`src/rtl/hd44780_responder_if.sv`:
```
// hd44780_responder_if: LCD bus pins plus decoded command/character outputs of the responder.
interface hd44780_responder_if;
  logic [2:0] lcd_ctrl;
  logic [3:0] lcd_data_in;
  logic [3:0] lcd_data_out;
  logic lcd_data_oe;
  logic char_valid;
  logic [7:0] char_data;
  logic [6:0] char_addr;
  logic cmd_valid;
  logic [7:0] cmd_code;
  logic busy;
  logic [7:0] dbg;
  modport master (
    output lcd_ctrl, lcd_data_in,
    input lcd_data_out, lcd_data_oe, char_valid, char_data, char_addr, cmd_valid, cmd_code, busy, dbg
  );
  modport slave (
    input lcd_ctrl, lcd_data_in,
    output lcd_data_out, lcd_data_oe, char_valid, char_data, char_addr, cmd_valid, cmd_code, busy, dbg
  );
endinterface

```
`src/rtl/hd44780_responder.sv`:
```
// hd44780_responder: HD44780-style LCD bus target turning bus writes into command/character pulses.
// HD44780_READ_EN adds busy-flag/address read-back on RW=1 cycles.
module hd44780_responder #(
  parameter int BUSY_CLKS = 1008,
  parameter int CLEAR_CLKS = 39360
) (
  input logic clk,
  input logic rst,
  hd44780_responder_if.slave bus
);
  localparam int CW = $clog2((CLEAR_CLKS > BUSY_CLKS ? CLEAR_CLKS : BUSY_CLKS) + 1);
  localparam logic [CW-1:0] SHORT = CW'(BUSY_CLKS - 1);
  localparam logic [CW-1:0] LONG = CW'(CLEAR_CLKS - 1);
  typedef enum logic [1:0] {IDLE, HALF, BUSY} state_t;
  state_t state;
  logic [CW-1:0] cnt;
  logic e_q, rs_h, overrun, four_bit, two_line, id, disp_on;
  logic [3:0] hi;
  logic [6:0] addr, addr_nx;
  logic [7:0] byte_v;
  logic rs, wr, done, long_cmd;
  always_comb begin
    rs = bus.lcd_ctrl[2];
    wr = e_q & ~bus.lcd_ctrl[0] & ~bus.lcd_ctrl[1];
    byte_v = state == HALF ? {hi, bus.lcd_data_in} : {bus.lcd_data_in, 4'h0};
    done = wr & (state == HALF ? (rs == rs_h) : (state == IDLE && !four_bit));
    long_cmd = ~rs & (byte_v[7:2] == 6'd0) & (byte_v[1:0] != 2'd0);
    addr_nx = id ? (two_line ? (addr == 7'h27 ? 7'h40 : addr == 7'h67 ? 7'h00 : addr + 7'd1)
                             : (addr == 7'h4f ? 7'h00 : addr + 7'd1))
                 : (two_line ? (addr == 7'h40 ? 7'h27 : addr == 7'h00 ? 7'h67 : addr - 7'd1)
                             : (addr == 7'h00 ? 7'h4f : addr - 7'd1));
  end
  assign bus.busy = state == BUSY;
  assign bus.dbg = {overrun, four_bit, two_line, id, disp_on, state == HALF, 2'b00};
  always_ff @(posedge clk or posedge rst)
    if (rst) begin
      state <= IDLE;
      cnt <= '0;
      e_q <= 1'b0;
      rs_h <= 1'b0;
      hi <= 4'h0;
      overrun <= 1'b0;
      four_bit <= 1'b0;
      two_line <= 1'b0;
      id <= 1'b1;
      disp_on <= 1'b0;
      addr <= 7'h00;
      bus.char_valid <= 1'b0;
      bus.char_data <= 8'h00;
      bus.char_addr <= 7'h00;
      bus.cmd_valid <= 1'b0;
      bus.cmd_code <= 8'h00;
    end else begin
      e_q <= bus.lcd_ctrl[0];
      bus.char_valid <= 1'b0;
      bus.cmd_valid <= 1'b0;
      if (state == BUSY) begin
        if (wr) overrun <= 1'b1;
        if (cnt == '0) state <= IDLE;
        else cnt <= cnt - 1'b1;
      end else if (done) begin
        state <= BUSY;
        cnt <= long_cmd ? LONG : SHORT;
        if (rs) begin
          bus.char_valid <= 1'b1;
          bus.char_data <= byte_v;
          bus.char_addr <= addr;
          addr <= addr_nx;
        end else begin
          bus.cmd_valid <= 1'b1;
          bus.cmd_code <= byte_v;
          casez (byte_v)
            8'b1???????: addr <= byte_v[6:0];
            8'b001?????: begin
              four_bit <= ~byte_v[4];
              two_line <= byte_v[3];
            end
            8'b00001???: disp_on <= byte_v[2];
            8'b000001??: id <= byte_v[1];
            8'b0000001?: addr <= 7'h00;
            8'b00000001: begin
              addr <= 7'h00;
              id <= 1'b1;
            end
            default: ;
          endcase
        end
      end else if (wr) begin
        // RS mismatch in HALF drops the held nibble and restarts with this one
        if (state == HALF) overrun <= 1'b1;
        hi <= bus.lcd_data_in;
        rs_h <= rs;
        state <= HALF;
      end
    end
`ifdef HD44780_READ_EN
  logic rd_phase;
  assign bus.lcd_data_oe = ~rst & bus.lcd_ctrl[1] & bus.lcd_ctrl[0];
  assign bus.lcd_data_out = (~bus.lcd_data_oe | rs) ? 4'h0 : rd_phase ? addr[3:0] : {state == BUSY, addr[6:4]};
  always_ff @(posedge clk or posedge rst)
    if (rst) rd_phase <= 1'b0;
    else rd_phase <= !four_bit ? 1'b0 : (e_q & ~bus.lcd_ctrl[0] & bus.lcd_ctrl[1]) ? ~rd_phase : rd_phase;
`else
  assign bus.lcd_data_oe = 1'b0;
  assign bus.lcd_data_out = 4'h0;
`endif
endmodule

```
`src/flat_wrapper.sv`:
```
// flat-port wrapper written by rule: the top's interface ports become plain ports
module hd44780_responder_flat 
#(
  parameter int BUSY_CLKS = 1008,
  parameter int CLEAR_CLKS = 39360
)
  (clk, rst, bus_lcd_ctrl, bus_lcd_data_in, bus_lcd_data_out, bus_lcd_data_oe, bus_char_valid, bus_char_data, bus_char_addr, bus_cmd_valid, bus_cmd_code, bus_busy, bus_dbg);
  hd44780_responder_if bus_i ();
  input logic clk;
  input logic rst;
  input wire logic [$bits(bus_i.lcd_ctrl)-1:0] bus_lcd_ctrl;
  input wire logic [$bits(bus_i.lcd_data_in)-1:0] bus_lcd_data_in;
  output wire logic [$bits(bus_i.lcd_data_out)-1:0] bus_lcd_data_out;
  output wire logic [$bits(bus_i.lcd_data_oe)-1:0] bus_lcd_data_oe;
  output wire logic [$bits(bus_i.char_valid)-1:0] bus_char_valid;
  output wire logic [$bits(bus_i.char_data)-1:0] bus_char_data;
  output wire logic [$bits(bus_i.char_addr)-1:0] bus_char_addr;
  output wire logic [$bits(bus_i.cmd_valid)-1:0] bus_cmd_valid;
  output wire logic [$bits(bus_i.cmd_code)-1:0] bus_cmd_code;
  output wire logic [$bits(bus_i.busy)-1:0] bus_busy;
  output wire logic [$bits(bus_i.dbg)-1:0] bus_dbg;
  assign bus_i.lcd_ctrl = bus_lcd_ctrl;
  assign bus_i.lcd_data_in = bus_lcd_data_in;
  assign bus_lcd_data_out = bus_i.lcd_data_out;
  assign bus_lcd_data_oe = bus_i.lcd_data_oe;
  assign bus_char_valid = bus_i.char_valid;
  assign bus_char_data = bus_i.char_data;
  assign bus_char_addr = bus_i.char_addr;
  assign bus_cmd_valid = bus_i.cmd_valid;
  assign bus_cmd_code = bus_i.cmd_code;
  assign bus_busy = bus_i.busy;
  assign bus_dbg = bus_i.dbg;
  hd44780_responder #(.BUSY_CLKS(BUSY_CLKS), .CLEAR_CLKS(CLEAR_CLKS)) u_core (.clk(clk), .rst(rst), .bus(bus_i));
endmodule
```
`config.mk`:
```
export PLATFORM = sky130hd
export DESIGN_NAME = hd44780_responder_flat
export DESIGN_NICKNAME = d
export VERILOG_FILES = /design/src/rtl/hd44780_responder_if.sv /design/src/rtl/hd44780_responder.sv /design/src/flat_wrapper.sv
export SDC_FILE = /design/constraint.sdc
export NUM_CORES = 1
export LEC_CHECK = 0
export CAP_MARGIN = 20
export CORE_AREA = 2 2 87 89
export DETAILED_ROUTE_END_ITERATION = 10
export DIE_AREA = 0 0 89 91
export GPL_TIMING_DRIVEN = 0
export PLACE_DENSITY_LB_ADDON = 0.08
export RECOVER_POWER = 25
export SYNTH_ARGS = -nofsm -noshare
export SYNTH_HDL_FRONTEND = slang
export SYNTH_SLANG_ARGS = --single-unit
```
`constraint.sdc`:
```
create_clock -name clk -period 1.9 [get_ports clk]
set_input_delay 0.38 -clock clk [delete_from_list [all_inputs] [get_ports clk]]
set_output_delay 0.38 -clock clk [all_outputs]
set_load 0.01 [all_outputs]
```
Word-level counts from Yosys, hierarchy flattened
Cells that the tools add are included.

Flip-flop bits (word level): 61. Input bits: 9. Output and inout bits: 39. Word-level logic and storage cells: 101.

Add/subtract/negate cells: 3. Equality and inequality tests: 15. Muxes and demuxes: 33. Bitwise gates (word level): 11. Reduce and logical (&&, ||, !) cells: 23.

Operator list (count): 7-bit 2-to-1 mux (10); 16-bit 2-to-1 mux (4); 7-bit == test (second input constant) (3); 16-bit logical NOT (1); 16-bit by 1-bit subtractor with 16-bit output (second input constant) (1); 3-bit AND reduction (5); 7-bit case mux with 2 select lines (1); 1-bit 2-to-1 mux (12); 4-bit AND reduction (3); 8-bit by 1-bit == test with 1-bit output (second input constant) (1); 2-bit 2-to-1 mux (4); 8-bit 2-to-1 mux (1); 2-bit nonzero test (4); 7-bit by 1-bit adder with 7-bit output (second input constant) (1); 7-bit by 1-bit == test with 1-bit output (second input constant) (1); 7-bit by 6-bit == test with 1-bit output (second input constant) (1); 7-bit logical NOT (1); 7-bit by 1-bit subtractor with 7-bit output (second input constant) (1); 6-bit by 1-bit == test with 1-bit output (second input constant) (1); 6-bit logical NOT (1); 1-bit NOT (6); 3-bit nonzero test (2); 1-bit bitwise AND (5); 5-bit by 1-bit == test with 1-bit output (second input constant) (1); other kinds (12) (14).

Longest topological paths before layout
Word-level depth: 8. Depth in mapped cells: 9.

Least setup slack after synthesis
Ideal clock, no wire load.

Kind: register to register. Start: register u_core.state[0]. End: register u_core.id. Data arrival time: 1986 ps. Data required time: 1818 ps. Path slack: -168 ps. Stages on the path, launching flop included: 8. Path buffers: 1. Cell sequence: dfrtp_1 ha_1 buf_2 nor3b_1 a21o_2 nand2_2 nor4_1 mux2_2.

Word-level cells in the longest chain between the ends: 5. Elaborated cells between the ends (all ways): 13. Those cells by class: 4 x eq/ne; 3 x mux; 2 x bitwise; 4 x reduce/logical.

RTL lines: start, declared (line hd44780_responder.sv:15) `state_t state;`; start signal, assigned (line hd44780_responder.sv:37) `state <= IDLE;`; start signal, assigned (line hd44780_responder.sv:59) `if (cnt == '0) state <= IDLE;`; start signal, assigned (line hd44780_responder.sv:62) `state <= BUSY;`; 2-bit by 1-bit == test with 1-bit output *; named net bus_dbg[2] (line flat_wrapper.sv:21) `output wire logic [$bits(bus_i.dbg)-1:0] bus_dbg;`; 8-bit 2-to-1 mux (line hd44780_responder.sv:25) `byte_v = state == HALF ? {hi, bus.lcd_data_in} : {bus.lcd_data_in, 4'h0};`; 8-bit by 1-bit == test with 1-bit output / 6-bit by 1-bit == test with 1-bit output (equally long branches) (line hd44780_responder.sv:72) `casez (byte_v)`; 2-bit nonzero test (no source line); 4-bit AND reduction (no source line); end signal, assigned (line hd44780_responder.sv:45) `id <= 1'b1;`; end signal, assigned (line hd44780_responder.sv:83) `id <= 1'b1;`; end, declared (line hd44780_responder.sv:17) `logic e_q, rs_h, overrun, four_bit, two_line, id, disp_on;`.

The timed path passes the listed nets; every way through them passes the cells marked *. A chain may end at the register's enable or synchronous reset.

Final worst setup path
Start: input bus_lcd_ctrl[0]. End: register u_core.bus.char_data[2].

Word-level cells in the longest chain between the ends: 5.

RTL lines: start, declared (line flat_wrapper.sv:11) `input wire logic [$bits(bus_i.lcd_ctrl)-1:0] bus_lcd_ctrl;`; 1-bit NOT (line hd44780_responder.sv:24) `wr = e_q & ~bus.lcd_ctrl[0] & ~bus.lcd_ctrl[1];`; 1-bit bitwise AND (2 in series) (line hd44780_responder.sv:24); 1-bit bitwise AND (line hd44780_responder.sv:26) `done = wr & (state == HALF ? (rs == rs_h) : (state == IDLE && !four_bit));`; 3-bit AND reduction (no source line); end signal, assigned (line hd44780_responder.sv:66) `bus.char_data <= byte_v;`; end, declared (line hd44780_responder_if.sv:20) `output lcd_data_out, lcd_data_oe, char_valid, char_data, char_addr, cmd_valid, cmd_code, busy, dbg`.

Every way passes these cells.

==> impl_metrics.tcl <==
set metrics [dict create \
    fin_skew_ps 9.45 \
    syn_inst 345 \
    place_ws_ps -562 \
    ant_nets 0 \
    clock_latency_ps 350 \
    reg2reg_slack_ps -170 \
    synthFlopType "dfrtp_1" \
    hold-path-endpoint "u_core.overrun$_DFFE_PP0P_" \
    first_global_vias 3191 \
    post-dp-hpwl_mm 5.93 \
    gp_congestion 0.892 \
    seqCellArea_um2 1530 \
    violations "negative setup slack" \
    synth.distinct_cells 72 \
    syn2layout_area_growth_pct 45.3 \
    p_leak_nw 2.21 \
    cts_root_buffer "clkbuf_8" \
    dr.pass1.iters 4 \
    track_usage_pct 25.0 \
    path_clk_slew_ps 70 \
    drtIter0Drc 274 \
    syn_area_um2 3500 \
    yosys_warnings 0 \
    yosysSeqAreaShare_pct 43.6 \
    layout_common_cells "dfrtp_1, buf_4, clkdlybuf4s50_1" \
    min_from "u_core.overrun$_DFFE_PP0P_" \
    die_width_um 89 \
    maxSlewHeadroom_pct 22.7 \
    die_area_um2 8100 \
    hold_depth 1 \
    synth-seq-cells 61 \
    holdWs_ps 474 \
    drive_gt1_share_pct 38.2 \
    cts_buffers 9 \
    crit_path_end_kind "flop" \
    cts.path.max_buffers 2 \
    hold_buffers 0 \
    rsz0062_at_grt "yes" \
    cts_tree "built" \
    worstPathMaxFanout 5 \
    cp-start-kind "input port" \
    maxCapViolCount 0 \
    ioPinCount 48 \
    viasPerCell 5.70 \
    setup_violations 41 \
    core_um2 7140 \
    setup_ws_ps -172 \
    synth-edff-count 0 \
    num_antenna_cells 0 \
    drt_wl_total_mm 9.75 \
    final.fill_count 531 \
    final_common_cell "dfrtp_1" \
    worst_pin_slew_ps 1160 \
    powerDensity_nw_per_um2 1380 \
    cts_max_level 3 \
    final_nets 458 \
    io_buffer_count 39 \
    antenna_found_initial 0 \
    grt_overflow_total 0 \
    holdCritPathClass "flop to flop" \
    multi_input_area_um2 2170 \
    outcome "complete, but fails checks" \
    num_rows 31 \
    hold_violations 0 \
    syn_area_per_cell_um2 10.2 \
    critPathKind "input port to flop" \
    grt_pass1_wl_mm 15.6 \
    rr_endpoint "u_core.bus.char_data[2]$_DFFE_PP0P_" \
    vias 3099 \
    arrival_ps 2310 \
    grt_max_degree 33 \
    ir_worst_vdd_v 0.00127 \
    maxSlewViolCount 0 \
    period_share_pct 109 \
    fmax_mhz 483 \
    drc 0 \
    fin_crit_ps 2070 \
    die_y_um 91 \
    crit_required_ps 2140 \
    clock_sinks 61 \
    r2r.worst_path.cells 9 \
    async_flop_share_pct 100 \
    r2r_start "u_core.state[0]$_DFFE_PP0P_" \
    post_drt_wl_per_cell_um 17.9 \
    start_util_pct 49.1 \
]
## cells by family (layout without fill, tap and decap cells)
kind of cell | Yosys count | count (layout) | share of synthesized area [%]
XOR/XNOR | 6 | 6 | 1.50
multiplexers | 30 | 30 | 9.50
AND/OR/NAND/NOR | 113 | 113 | 19.1
other | 1 | 7 | 0.107
adder cells (fa/ha/maj) | 9 | 9 | 3.22
AO/OA/AOI/OAI | 82 | 82 | 16.4
buffers and inverters | 43 | 137 | 6.54
flip-flops | 61 | 61 | 43.6
## area by class of cell
| cell class | instances | share of cell area [%] |
|---|---|---|
| tap | 99 | 2.43 |
| sequential | 61 | 30.1 |
| buffer | 25 | 3.76 |
| clock buffer | 13 | 3.32 |
| multi-input combinational | 247 | 42.7 |
| inverter | 16 | 1.25 |
| timing repair buffer | 80 | 15.5 |
| clock inverter | 3 | 0.861 |
## cells in the mapped netlist, drive strengths merged, types with 2 or more instances
library cell | number | area [um2]
a221oi | 2 | 17.5
nand4 | 5 | 37.5
mux2 | 26 | 293
nor2 | 29 | 111
dfrtp | 60 | 1500
o22a | 4 | 35.0
o22ai | 3 | 25.0
nand2b | 4 | 25.0
a21oi | 17 | 92.6
nor3b | 6 | 55.1
o31ai | 3 | 22.5
xor2 | 4 | 35.0
nor2b | 2 | 12.5
nand3 | 9 | 50.1
and4 | 2 | 17.5
o21ai | 19 | 95.1
a41oi | 3 | 26.3
xnor2 | 2 | 17.5
inv | 16 | 60.1
nand2 | 21 | 83.8
a21o | 6 | 46.3
or3 | 2 | 12.5
nand3b | 2 | 15.0
nor4b | 3 | 32.5
nor3 | 9 | 61.3
a22oi | 3 | 36.3
and2 | 5 | 31.3
buf | 20 | 143
mux2i | 4 | 40.0
a32oi | 2 | 17.5
ha | 9 | 113
o211ai | 2 | 15.0
nor4 | 8 | 71.3
a31oi | 6 | 37.5
clkbuf | 7 | 26.3
## critical path: stages
cell           delay, ps
dlygate4sd3_1        580
nor3b_4              370
and2_4               280
nand3_4              120
buf_12               170
buf_8                130
mux2_2               270
## state kept, by name (all words and copies together), names as in the netlist
| register | flops |
|---|---|
| u_core.e_q | 1 |
| u_core.overrun | 1 |
| u_core.bus.char_data | 8 |
| u_core.hi | 4 |
| u_core.bus.char_valid | 1 |
| u_core.bus.cmd_valid | 1 |
| u_core.two_line | 1 |
| u_core.state | 2 |
| u_core.addr | 7 |
| u_core.bus.char_addr | 7 |
| u_core.bus.cmd_code | 8 |
| u_core.four_bit | 1 |
| u_core.id | 1 |
| u_core.rs_h | 1 |
| u_core.cnt | 16 |
| u_core.disp_on | 1 |
## worst max path at each step
| stage | cells past startpoint | to | startpoint | slack [ps] |
|---|---|---|---|---|
| detailed placement | 6 | u_core.addr[5]$_DFFE_PP0P_ | bus_lcd_data_in[3] | -560 |
| CTS | 8 | u_core.four_bit$_DFFE_PP0P_ | u_core.state[1]$_DFFE_PP0P_ | -80 |
| global placement | 2 | u_core.bus.char_addr[3]$_DFFE_PP0P_ | rst | -1120 |
| finish | 7 | u_core.bus.char_data[2]$_DFFE_PP0P_ | bus_lcd_ctrl[0] | -170 |
| floorplan | 8 | u_core.id$_DFFE_PP1P_ | u_core.state[0]$_DFFE_PP0P_ | -40 |
| global route | 8 | u_core.four_bit$_DFFE_PP0P_ | u_core.state[1]$_DFFE_PP0P_ | -220 |
## routing by layer
metal / vias up / track usage [%] / routed length (um)
li1: 1438 / - / -
met1: 1536 / 34.8 / 4380
met2: 103 / 36.4 / 4630
met3: 22 / 7.18 / 522
met4: 0 / 10.3 / 225
met5: - / 0 / 0
## repair_timing
item	4_1_cts	5_1_grt
cloned	3	1
buffers inserted	29	9
setup endpoints to repair	57	56
gates resized for setup	71	46
pin swaps	18	21
## metrics by stage
step                      cells  area (um2)  TNS (ps)  total power, mW  utilization, %
after global placement      489        4070    -81370             4.76            57.0
after floorplan             351        3550     -36.9             3.86               -
after CTS                   537        4860      -911             6.70            68.1
final                       544        5090     -3050             7.04            71.3
after detailed placement    490        4090    -15070             4.83            57.3
after global routing        544        5090     -5580             7.44            71.3
## power by group
| group | internal, mW | switching (mW) | total [mW] |
|---|---|---|---|
| clock network | 0.714 | 0.544 | 1.26 |
| registers | 1.80 | 0.599 | 2.40 |
| logic | 1.77 | 1.62 | 3.39 |
| total | 4.28 | 2.76 | 7.04 |
Note: power is estimated with default switching activity, not from simulation.
